--- config.mk ---
export PLATFORM = sky130hd
export DESIGN_NAME = hangman_round
export DESIGN_NICKNAME = d
export VERILOG_FILES = /design/src/rtl/hangman_pkg.sv /design/src/rtl/hangman_lives_ctr.sv /design/src/rtl/hangman_round.sv
export SDC_FILE = /design/constraint.sdc
export NUM_CORES = 1
export LEC_CHECK = 0
export ABC_AREA = 1
export CORE_UTILIZATION = 30
export DETAILED_ROUTE_END_ITERATION = 10
export GPL_TIMING_DRIVEN = 0
export PLACE_DENSITY_LB_ADDON = 0.3
export SYNTH_ARGS = -nofsm -noshare
export SYNTH_HDL_FRONTEND = slang
export SYNTH_SLANG_ARGS = --single-unit
--- constraint.sdc ---
create_clock -name clk -period 3.1 [get_ports clk]
set_clock_uncertainty 0.1 [all_clocks]
set_input_delay 0.775 -clock clk [delete_from_list [all_inputs] [get_ports clk]]
set_output_delay 0.775 -clock clk [all_outputs]
set_load 0.02 [all_outputs]
--- src/rtl/hangman_pkg.sv ---
// Shared types and defaults for the hangman round controller.
package hangman_pkg;
  typedef enum logic [1:0] {
    IDLE = 2'd0,
    PLAY = 2'd1,
    WON  = 2'd2,
    LOST = 2'd3
  } state_t;

  localparam int DEF_N_SYMBOLS = 26;
  localparam int DEF_MAX_LIVES = 6;
  localparam int LIVES_W       = 4;
endpackage

--- src/rtl/hangman_lives_ctr.sv ---
// Lives counter: load to MAX_LIVES, saturating decrement, registered count.
// zero_next flags that this cycle's decrement leaves no lives.
module hangman_lives_ctr
  import hangman_pkg::*;
#(
  parameter int MAX_LIVES = DEF_MAX_LIVES
) (
  input  logic               clk,
  input  logic               reset,
  input  logic               load,
  input  logic               dec,
  output logic [LIVES_W-1:0] lives,
  output logic               zero_next
);
  localparam logic [LIVES_W-1:0] INIT = LIVES_W'(MAX_LIVES);

  always_ff @(posedge clk) begin
    if (reset || load) begin
      lives <= INIT;
    end else if (dec && lives != '0) begin
      lives <= lives - 1'b1;
    end
  end

  assign zero_next = dec && (lives <= LIVES_W'(1));
endmodule

--- src/rtl/hangman_round.sv ---
// Hangman round FSM: results registered one cycle after an accepted guess.
// Optional HANGMAN_REPEAT_PENALTY_EN makes repeat guesses cost a life.
module hangman_round
  import hangman_pkg::*;
#(
  parameter int N_SYMBOLS = DEF_N_SYMBOLS,
  parameter int MAX_LIVES = DEF_MAX_LIVES,
  parameter int IDX_W     = $clog2(N_SYMBOLS)
) (
  input  logic                 clk,
  input  logic                 reset,
  input  logic                 start,
  input  logic [N_SYMBOLS-1:0] secret,
  input  logic                 guess_valid,
  input  logic [IDX_W-1:0]     guess_idx,
  output logic                 guess_ready,
  output logic [N_SYMBOLS-1:0] guessed,
  output logic [LIVES_W-1:0]   lives_left,
  output logic                 hit,
  output logic                 miss,
  output logic                 repeated,
  output logic                 invalid,
  output logic [1:0]           state
);
  state_t               st;
  logic [N_SYMBOLS-1:0] secret_reg;
  logic [N_SYMBOLS-1:0] onehot;
  logic [N_SYMBOLS-1:0] guessed_next;
  logic                 accept;
  logic                 idx_ok;
  logic                 is_rep;
  logic                 is_hit;
  logic                 won;
  logic                 cost;
  logic                 dec;
  logic                 zero_next;

  assign guess_ready = (st == PLAY);
  assign state       = st;

  // A start in the same cycle as a guess wins; the guess is dropped.
  assign accept = guess_valid && guess_ready && !start;
  assign idx_ok = int'(guess_idx) < N_SYMBOLS;

  // Out-of-range indices shift the bit off the top, so onehot is zero then.
  assign onehot       = {{(N_SYMBOLS-1){1'b0}}, 1'b1} << guess_idx;
  assign is_rep       = |(guessed & onehot);
  assign is_hit       = |(secret_reg & onehot);
  assign guessed_next = guessed | onehot;
  assign won          = ((guessed_next & secret_reg) == secret_reg);

`ifdef HANGMAN_REPEAT_PENALTY_EN
  assign cost = is_rep || !is_hit;
`else
  assign cost = !is_rep && !is_hit;
`endif
  assign dec = accept && idx_ok && cost;

  hangman_lives_ctr #(
    .MAX_LIVES(MAX_LIVES)
  ) u_lives (
    .clk      (clk),
    .reset    (reset),
    .load     (start),
    .dec      (dec),
    .lives    (lives_left),
    .zero_next(zero_next)
  );

  always_ff @(posedge clk) begin
    hit      <= 1'b0;
    miss     <= 1'b0;
    repeated <= 1'b0;
    invalid  <= 1'b0;
    if (reset) begin
      st         <= IDLE;
      guessed    <= '0;
      secret_reg <= '0;
    end else if (start) begin
      guessed    <= '0;
      secret_reg <= secret;
      st         <= (secret == '0) ? WON : PLAY;
    end else if (accept) begin
      if (!idx_ok) begin
        invalid <= 1'b1;
      end else if (is_rep) begin
        repeated <= 1'b1;
        if (zero_next) st <= LOST;
      end else begin
        guessed <= guessed_next;
        if (is_hit) begin
          hit <= 1'b1;
          if (won) st <= WON;
        end else begin
          miss <= 1'b1;
          if (zero_next) st <= LOST;
        end
      end
    end
  end
endmodule

* Word level (Yosys, flattened, before mapping)
Cells that the tools add are included.
** Storage, ports and cells
- Output and inout port bits :: 37
- Bits in registers :: 62
- Logic and storage cells :: 57
- Bits of input ports :: 35
** Operators by class
- Eq/ne operators :: 3
- Shift operators :: 1
- Reductions and logical operators :: 23
- Magnitude comparators :: 2
- $add $sub $neg :: 1
- Bitwise gates (word level) :: 7
- Muxes and demuxes :: 12
** Operator list (count)
- bitwise AND 26 bit :: 3
- OR reduction 26 bit :: 2
- OR reduction 30 bit :: 1
- equality test 26 bit :: 1
- zero test 26 bit :: 1
- bitwise OR 26 bit :: 1
- << shifter 1 x 5 -> 26 bit (first input constant) :: 1
- two-way mux 2 bit :: 8
- logical AND 1 bit :: 7
- AND reduction 3 bit :: 2
- < comparator 5 bit (second input constant) :: 1
- <= comparator 4 x 1 -> 1 bit (second input constant) :: 1
- two-way mux 1 bit :: 4
- != test 4 x 3 -> 1 bit (second input constant) :: 1
- nonzero test 2 bit :: 2
- nonzero test 4 bit :: 1
- OR reduction 4 bit :: 1
- subtractor 4 x 1 -> 4 bit (second input constant) :: 1
- zero test 1 bit :: 3
- NOT 1 bit :: 3
- OR reduction 3 bit :: 1
- equality test 2 x 1 -> 1 bit (second input constant) :: 1
- OR reduction 2 bit :: 1
- logical OR 1 bit :: 1

* Longest topological paths before layout
Gate-level depths: netlist of run 1.
- Depth after elaboration :: 13
- Depth in mapped cells :: 17

* By module
Synthesis of run 1 repeated with hierarchy kept, for this count alone.
** Unflattened totals
- Cells, all modules :: 588
- Area, all modules :: 3593.4 um2
** Modules (own cells, without submodules)
- hangman_round :: sequential area each 1161.1 um2, area each 3340.7 um2, instances 1, cells an instance 554
- hangman_lives_ctr :: sequential area each 80.1 um2, area each 252.7 um2, instances 1, cells an instance 34

* Least setup slack after synthesis of run 1
No wires, ideal clock.
- Kind :: input-to-reg
- Start point :: input guess_idx[1]
- End point :: register guessed[4]
- Stages on the path :: 13
- Slack :: 0.750 ns
- Data arrival time :: 2.135 ns
- Path buffers :: 2
- Path through :: buf_4 nor2_4 nand2_1 nor2_1 nand2_1 nand2_1 nor2_1 nand3_1 nor2_1 nand3_2 buf_2 nor2_1 o21a_1
** On the way
- Cells in the longest elaborated chain, start to end :: 5
- Elaborated cells between the ends (all ways) :: 7
** Ends and longest elaborated chain
- from (decl) :: line hangman_round.sv:15 : input logic [IDX_W-1:0] guess_idx,
- << shifter 1 x 5 -> 26 bit :: line hangman_round.sv:46 : assign onehot = {{(N_SYMBOLS-1){1'b0}}, 1'b1} << guess_idx;
- bitwise AND 26 bit :: line hangman_round.sv:47 : assign is_rep = |(guessed & onehot);
- OR reduction 26 bit :: line hangman_round.sv:47
- NOT 1 bit (no line)
- AND reduction 3 bit (no line)
- to (signal assigned) :: line hangman_round.sv:90 : guessed <= guessed_next;
- to (decl) :: line hangman_round.sv:17 : output logic [N_SYMBOLS-1:0] guessed,
Parallel ways exist; a longest one is shown, timed or not.
A chain may end at the register's enable or synchronous reset.

* Final worst setup path of run 1
- Start point :: input guess_idx[2]
- End point :: register guessed[2]
Same word-level chain as after synthesis.

==> results.py, run 1 <==
metrics = {
    "logic_synthesis": {
        "synth_top_area_share_pct": 35.2,
        "seq_area_frac_synth_pct": 35.2,
        "syn_nets": 603,
        "synth-seq-cells": 62,
        "synth_top_cells_by_area": "dfxtp_1, nand2_1, nor2_1",
        "syn-cell-area_um2": 3520,
        "yosys_warnings": 0,
        "synth_area_per_cell_um2": 6.23,
        "synth_top_area_cell": "dfxtp_1",
        "ys_types": 30,
        "syn_inst": 566,
    },
    "drt": {
        "vias": 4043,
        "wl_per_cell_um": 15.9,
        "drt_iter0_drc": 146,
        "postRouteWirelength_mm": 12.7,
        "antenna_left": 0,
        "viasPerCell": 5.08,
        "drt_first_pass_iters": 8,
        "drc": 0,
    },
    "min_path": {
        "hold_start": "secret_reg[21]$_SDFFE_PP0P_",
        "hold_end": "secret_reg[21]$_SDFFE_PP0P_",
        "min_path_cells": 2,
        "hp-class": "register to register",
    },
    "die": {
        "start_util_pct": 30.9,
        "die_h_um": 110,
        "ios": 72,
        "chipWidth_um": 110,
        "core_um2": 11400,
        "dieArea_um2": 12200,
        "rows": 39,
    },
    "cells_and_area": {
        "area_growth_pct": 35.2,
        "antennaDiodeCount": 0,
        "fillers": 1252,
        "multi_input_area_um2": 2000,
        "seq_area_um2": 1240,
        "drive_gt1_share_pct": 8.27,
        "nets": 685,
    },
    "timing": {
        "drv_slew": 0,
        "worst_pin_slew_ns": 0.647,
        "setup_viol": 0,
        "period_needed_ns": 2.93,
        "hold_viol_final": 0,
        "relSlewSlack_pct": 56.7,
        "timing.final.crit_share_pct": 94.7,
        "timing.final.ws_setup_ns": 0.165,
        "fmax_mhz": 341,
    },
    "setup_path": {
        "cp-end-kind": "register",
        "worstPathArrival_ns": 3.05,
        "worstRegToRegCells": 13,
        "cp_top_family": "buffers and inverters",
        "crit_buf_inv": 3,
        "max_stage_delay_ns": 0.63,
        "r2r_end": "u_lives.lives[2]$_SDFFE_PP1P_",
        "rrSetupSlack_ns": 0.98,
        "critPathLaunchType": "primary input",
        "reg2reg_from": "state[0]$_SDFFE_PP0P_",
        "cp_common_cell": "nand3_1",
        "required_ns": 3.22,
        "path_cells": "clkdlybuf4s50_1 -> buf_6 -> nand3_1 -> nor2_2 -> nand3_1 -> nand3_1 -> nor2_2 -> nand3_4 -> clkbuf_4 -> nor2_1 -> o21a_1",
        "path_class": "primary input to register",
        "critPathSlowestCell": "clkdlybuf4s50_1",
        "cp_max_fo": 10,
    },
    "power_and_ir_drop": {
        "leakage_nw": 2.00,
        "total_power_w": 0.00216,
        "powerDensity_nw_per_um2": 454,
        "ir_worst_vdd_uv": 260,
    },
    "job": {
        "maxCapViolations": 0,
    },
    "clocking": {
        "path_clk_slew_ns": 0.05,
        "cts_sinks": 62,
        "clock_tree.root_cell": "clkbuf_16",
        "htreeDepth": 3,
        "clock_latency_ns": 0.33,
        "tritoncts": "built",
        "clk_path_buf_depth": 2,
        "cts_buffers": 9,
    },
    "global_routing": {
        "grt_pass1_wl_mm": 19.9,
        "grt_start_max_net_pins": 14,
        "grt_usage_pct": 22.0,
        "overflow": 0,
        "grt_pass1_vias": 3858,
        "antenna_found_initial": 0,
    },
    "place": {
        "pre_cts_ws_ns": -0.360,
        "io_buffers": 69,
        "gp_routability_congestion": 0.967,
        "hpwl_mm": 10.0,
    },
    "run_status": {
        "outcome": "complete, no violations",
    },
}
-- cell families (layout without fill, tap and decap cells) --
kind of cell	after synthesis	after routing	synth area share (%)
adder cells (fa/ha/maj)	2	2	0.710
buffers and inverters	78	165	9.13
AND/OR/NAND/NOR	338	338	41.4
flip-flops	62	62	35.2
XOR/XNOR	1	1	0.249
AO/OA/AOI/OAI	85	85	13.3
-- synthesized netlist by cell type --
master and instances:
nand3b_1 1, or2_2 3, a211oi_1 1, nor2_1 115
buf_4 4, nand2_1 135, nand2_2 2, buf_2 5
nor4_1 8, ha_1 2, xnor2_1 1, buf_1 1
o21bai_1 1, nand4_1 34, buf_6 1, inv_1 46
o22ai_1 1, nor2_4 1, o21a_1 15, nor3_1 3
o21ai_0 30, nor2_2 5, clkbuf_1 11, a21oi_1 36
inv_2 8, dfxtp_1 62, o21ai_1 1, nand3_2 1
nand3_1 30, clkinv_1 2
-- power breakdown --
group          internal, W  total (W)  switching, W  leakage (nW)
clock             0.000634    0.00104      0.000411         0.148
sequential        0.000823   0.000844     0.0000208         0.507
combinational     0.000102   0.000273      0.000172          1.35
total              0.00156    0.00216      0.000603          2.00
-- worst max-delay path by stage --
stage                            start                       endpoint  slack [ns]  cells past startpoint
after floorplan           guess_idx[1]        guessed[4]$_SDFFE_PP0P_        0.75                     13
after global placement    guess_idx[0]       guessed[23]$_SDFFE_PP0P_       -0.36                     14
after detailed placement  guess_idx[2]       guessed[21]$_SDFFE_PP0P_       -0.36                     11
after CTS                 guess_idx[0]        guessed[2]$_SDFFE_PP0P_       0.007                     14
after global routing      guess_idx[0]  u_lives.lives[2]$_SDFFE_PP1P_       -0.02                     17
final                     guess_idx[2]        guessed[2]$_SDFFE_PP0P_        0.17                     11
-- area by class of cell --
cell class                 count  area share [%]
buffer                        22            2.55
clock buffer                   9            4.73
clock inverter                 7            1.68
inverter                      56            4.41
multi-input combinational    426            41.9
sequential                    62            26.1
tap                          143            3.76
timing repair buffer          71            14.9
-- metrics by stage --
step	setup TNS [ns]	util, %	cells	hold slack (ns)	instance area [µm²]
3_5_place_dp	-7.41	38.5	778	0.374	4390
2_1_floorplan	0	-	566	0.344	3520
3_3_place_gp	-7.56	38.5	778	0.383	4390
5_1_grt	-0.0305	41.7	796	0.404	4760
4_1_cts	0	41.2	794	0.382	4700
6_report	0	41.7	796	0.384	4760
-- placed cells by master (no fill, tap or decap), types with 9 or more instances in the layout --
cell	netlist	routed
o21a_1	15	15
nand3_1	30	30
inv_1	46	46
clkdlybuf4s50_1	0	67
clkbuf_16	0	9
a21oi_1	36	36
clkbuf_1	11	10
nand4_1	34	34
nor2_1	115	110
nand2_1	135	135
dfxtp_1	62	62
o21ai_0	30	30
-- layer usage --
metal / up-vias / share of wire [%] / global-route usage [%] / wire, µm
met5: - / 0 / 0 / 0
met4: 0 / 1.7 / 8.08 / 221
met3: 15 / 5.1 / 3.06 / 641
met2: 142 / 46 / 35.6 / 5770
met1: 1869 / 48 / 29.8 / 6040
li1: 2017 / - / - / -
-- repair_timing --
action | 4_1_cts | 5_1_grt
resized for setup | 1 | 15
endpoints found under the setup margin | 7 | 26
hold endpoints to repair | 0 | 0
pin swaps | 0 | 2
buffers inserted | 0 | 2
hold buffers | 0 | 0
-- worst reg2reg max path, stage by stage, from the launching register on --
cell and delay, ns:
dfxtp_1 0.42, inv_1 0.06, nor2_1 0.19, nand2_1 0.12, nor2_1 0.14, nand2_1 0.12, inv_1 0.13, nand3_4 0.17
nor2_2 0.18, nand2_2 0.11, inv_2 0.09, nand2_1 0.05, nand2_1 0.05, nand3_1 0.06
Power figures use the tool's default switching activity.
==> inputs of run 2 (changes only) <==
--- a/config.mk
+++ b/config.mk
@@ -10,6 +10,7 @@
 export DETAILED_ROUTE_END_ITERATION = 10
 export GPL_TIMING_DRIVEN = 0
 export PLACE_DENSITY_LB_ADDON = 0.3
+export REMOVE_ABC_BUFFERS = 1
 export SYNTH_ARGS = -nofsm -noshare
 export SYNTH_HDL_FRONTEND = slang
 export SYNTH_SLANG_ARGS = --single-unit
==> results.py, run 2 (synthesis gave the netlist of run 1 again) <==
metrics = {
    "place": {
        "pre_cts_ws_ns": -1.35,
        "place_inst": 758,
        "placed_cell_area_um2": 4300,
        "gp_routability_congestion": 0.966,
        "io_buffers": 71,
        "hpwl_mm": 8.81,
    },
    "global_routing": {
        "overflow": 0,
        "antenna_found_initial": 0,
        "grt_start_max_net_pins": 53,
        "grt_pass1_wl_mm": 18.2,
        "grt_pass1_vias": 3589,
        "grt_usage_pct": 20.1,
    },
    "timing": {
        "setup_viol": 0,
        "drv_slew": 0,
        "hold_viol_final": 0,
        "fmax_mhz": 356,
        "rsz0062_at_grt": "no",
        "timing.final.crit_share_pct": 90.7,
        "worst_pin_slew_ns": 0.761,
        "period_needed_ns": 2.81,
        "relSlewSlack_pct": 49.2,
        "timing.final.ws_setup_ns": 0.288,
    },
    "clocking": {
        "htreeDepth": 3,
        "clock_latency_ns": 0.34,
        "clock_tree.root_cell": "clkbuf_16",
        "cts-hold-fix-buffers": 0,
        "cts_buffers": 9,
        "cts_sinks": 62,
        "clk_path_buf_depth": 2,
        "tritoncts": "built",
        "path_clk_slew_ns": 0.05,
    },
    "setup_path": {
        "path_class": "primary input to register",
        "critPathLaunchType": "primary input",
        "worstRegToRegCells": 13,
        "required_ns": 3.23,
        "reg2reg_from": "state[0]$_SDFFE_PP0P_",
        "cp_top_family": "buffers and inverters",
        "crit_buf_inv": 4,
        "path_cells": "clkdlybuf4s50_1 -> clkinv_4 -> nand2_1 -> inv_1 -> nand3_4 -> buf_4 -> nor2_1 -> o21a_1",
        "rrSetupSlack_ns": 1.22,
        "cp-end-kind": "register",
        "cp_max_fo": 52,
        "max_stage_delay_ns": 0.78,
        "worstPathArrival_ns": 2.94,
        "r2r_end": "u_lives.lives[2]$_SDFFE_PP1P_",
        "critPathSlowestCell": "clkdlybuf4s50_1",
    },
    "cells_and_area": {
        "final_common_cell": "nand2_1",
        "antennaDiodeCount": 0,
        "post-route-util_pct": 40.7,
        "nets": 667,
        "finalNonFillerCells": 778,
        "area_growth_pct": 32.0,
        "layout_common_cells": "nand2_1, nor2_1, clkdlybuf4s50_1",
        "final_cell_area_um2": 4650,
        "fillers": 1244,
        "drive_gt1_share_pct": 7.56,
    },
    "die": {
        "ios": 72,
        "start_util_pct": 30.9,
        "die_h_um": 110,
        "chipWidth_um": 110,
        "dieArea_um2": 12200,
        "rows": 39,
        "core_um2": 11400,
    },
    "drt": {
        "postRouteWirelength_mm": 11.8,
        "drt_first_pass_iters": 5,
        "drc": 0,
        "drt_iter0_drc": 294,
        "wl_per_cell_um": 15.1,
        "viasPerCell": 5.10,
        "vias": 3968,
        "antenna_left": 0,
    },
    "power_and_ir_drop": {
        "leakage_nw": 1.94,
        "ir_worst_vdd_uv": 203,
        "total_power_w": 0.00210,
        "powerDensity_nw_per_um2": 452,
    },
    "min_path": {
        "hp-class": "register to register",
        "hold_end": "secret_reg[14]$_SDFFE_PP0P_",
        "hold_start": "secret_reg[14]$_SDFFE_PP0P_",
        "min_path_cells": 2,
    },
    "job": {
        "maxCapViolations": 0,
    },
    "run_status": {
        "outcome": "complete, no violations",
    },
}
## run 2: cell count changes in the layout (fill, tap and decap cells not counted), sizes merged, moves of 2 or more
cell | before | now
clkbuf | 22 | 11
buf | 11 | 5
inv | 57 | 54
clkinv | 4 | 6
## run 2: worst max-delay path by stage
| stage | cells after the start | end | start |
|---|---|---|---|
| 2_1_floorplan | 9 | u_lives.lives[2]$_SDFFE_PP1P_ | start |
| 3_3_place_gp | 8 | guessed[6]$_SDFFE_PP0P_ | start |
| 3_5_place_dp | 8 | guessed[6]$_SDFFE_PP0P_ | start |
| 4_1_cts | 16 | u_lives.lives[2]$_SDFFE_PP1P_ | guess_idx[3] |
| 5_1_grt | 15 | state[1]$_SDFFE_PP0P_ | guess_idx[1] |
| 6_report | 8 | guessed[18]$_SDFFE_PP0P_ | start |
## run 2: power by group
part	leakage (nW)	internal (W)	switching, W	total (W)
logic	1.29	0.0000927	0.000161	0.000253
clock network	0.146	0.000624	0.000383	0.00101
registers	0.507	0.000824	0.0000170	0.000841
total	1.94	0.00154	0.000561	0.00210
## run 2: worst register-to-register path, cell delays in order, from the launching register on
cell     delay [ns]
dfxtp_1        0.38
inv_1          0.05
nor2_1         0.11
nand2_1        0.10
nor2_1         0.13
nand2_1        0.14
inv_1          0.14
nand3_4        0.11
nor2_2         0.14
nand2_2        0.10
inv_2          0.08
nand2_1        0.05
nand2_1        0.05
nand3_1        0.05
## run 2: layout make-up
cell class / instances / area (µm²) / area share (%)
Clock buffer: 9 / 225 / 4.84
Clock inverter: 7 / 73.8 / 1.59
Inverter: 56 / 225 / 4.84
Multi-Input combinational cell: 426 / 1980 / 42.6
Sequential cell: 62 / 1240 / 26.7
Tap cell: 143 / 179 / 3.85
Timing Repair Buffer: 75 / 727 / 15.6
## run 2: routing by layer
| metal | part of all wire [%] | vias up | track usage, % |
|---|---|---|---|
| met5 | 0 | - | 0 |
| met4 | 2.2 | 0 | 7.24 |
| met3 | 6.0 | 21 | 4.00 |
| met2 | 45 | 126 | 31.8 |
| met1 | 46 | 1839 | 27.0 |
| li1 | - | 1982 | - |
## run 2: through the flow
| stage | setup TNS, ns | hold WS [ns] |
|---|---|---|
| 2_1_floorplan | 0 | 0.347 |
| 3_3_place_gp | -50.04 | 0.368 |
| 3_5_place_dp | -50.55 | 0.366 |
| 4_1_cts | 0 | 0.375 |
| 5_1_grt | 0 | 0.392 |
| 6_report | 0 | 0.377 |
## run 2: timing repair
item                                    in CTS  in global routing
setup buffers                                4                  0
endpoints found under the setup margin      55                 15
cloned                                       0                  0
pin swaps                                    1                  0
gates resized for setup                     14                 10
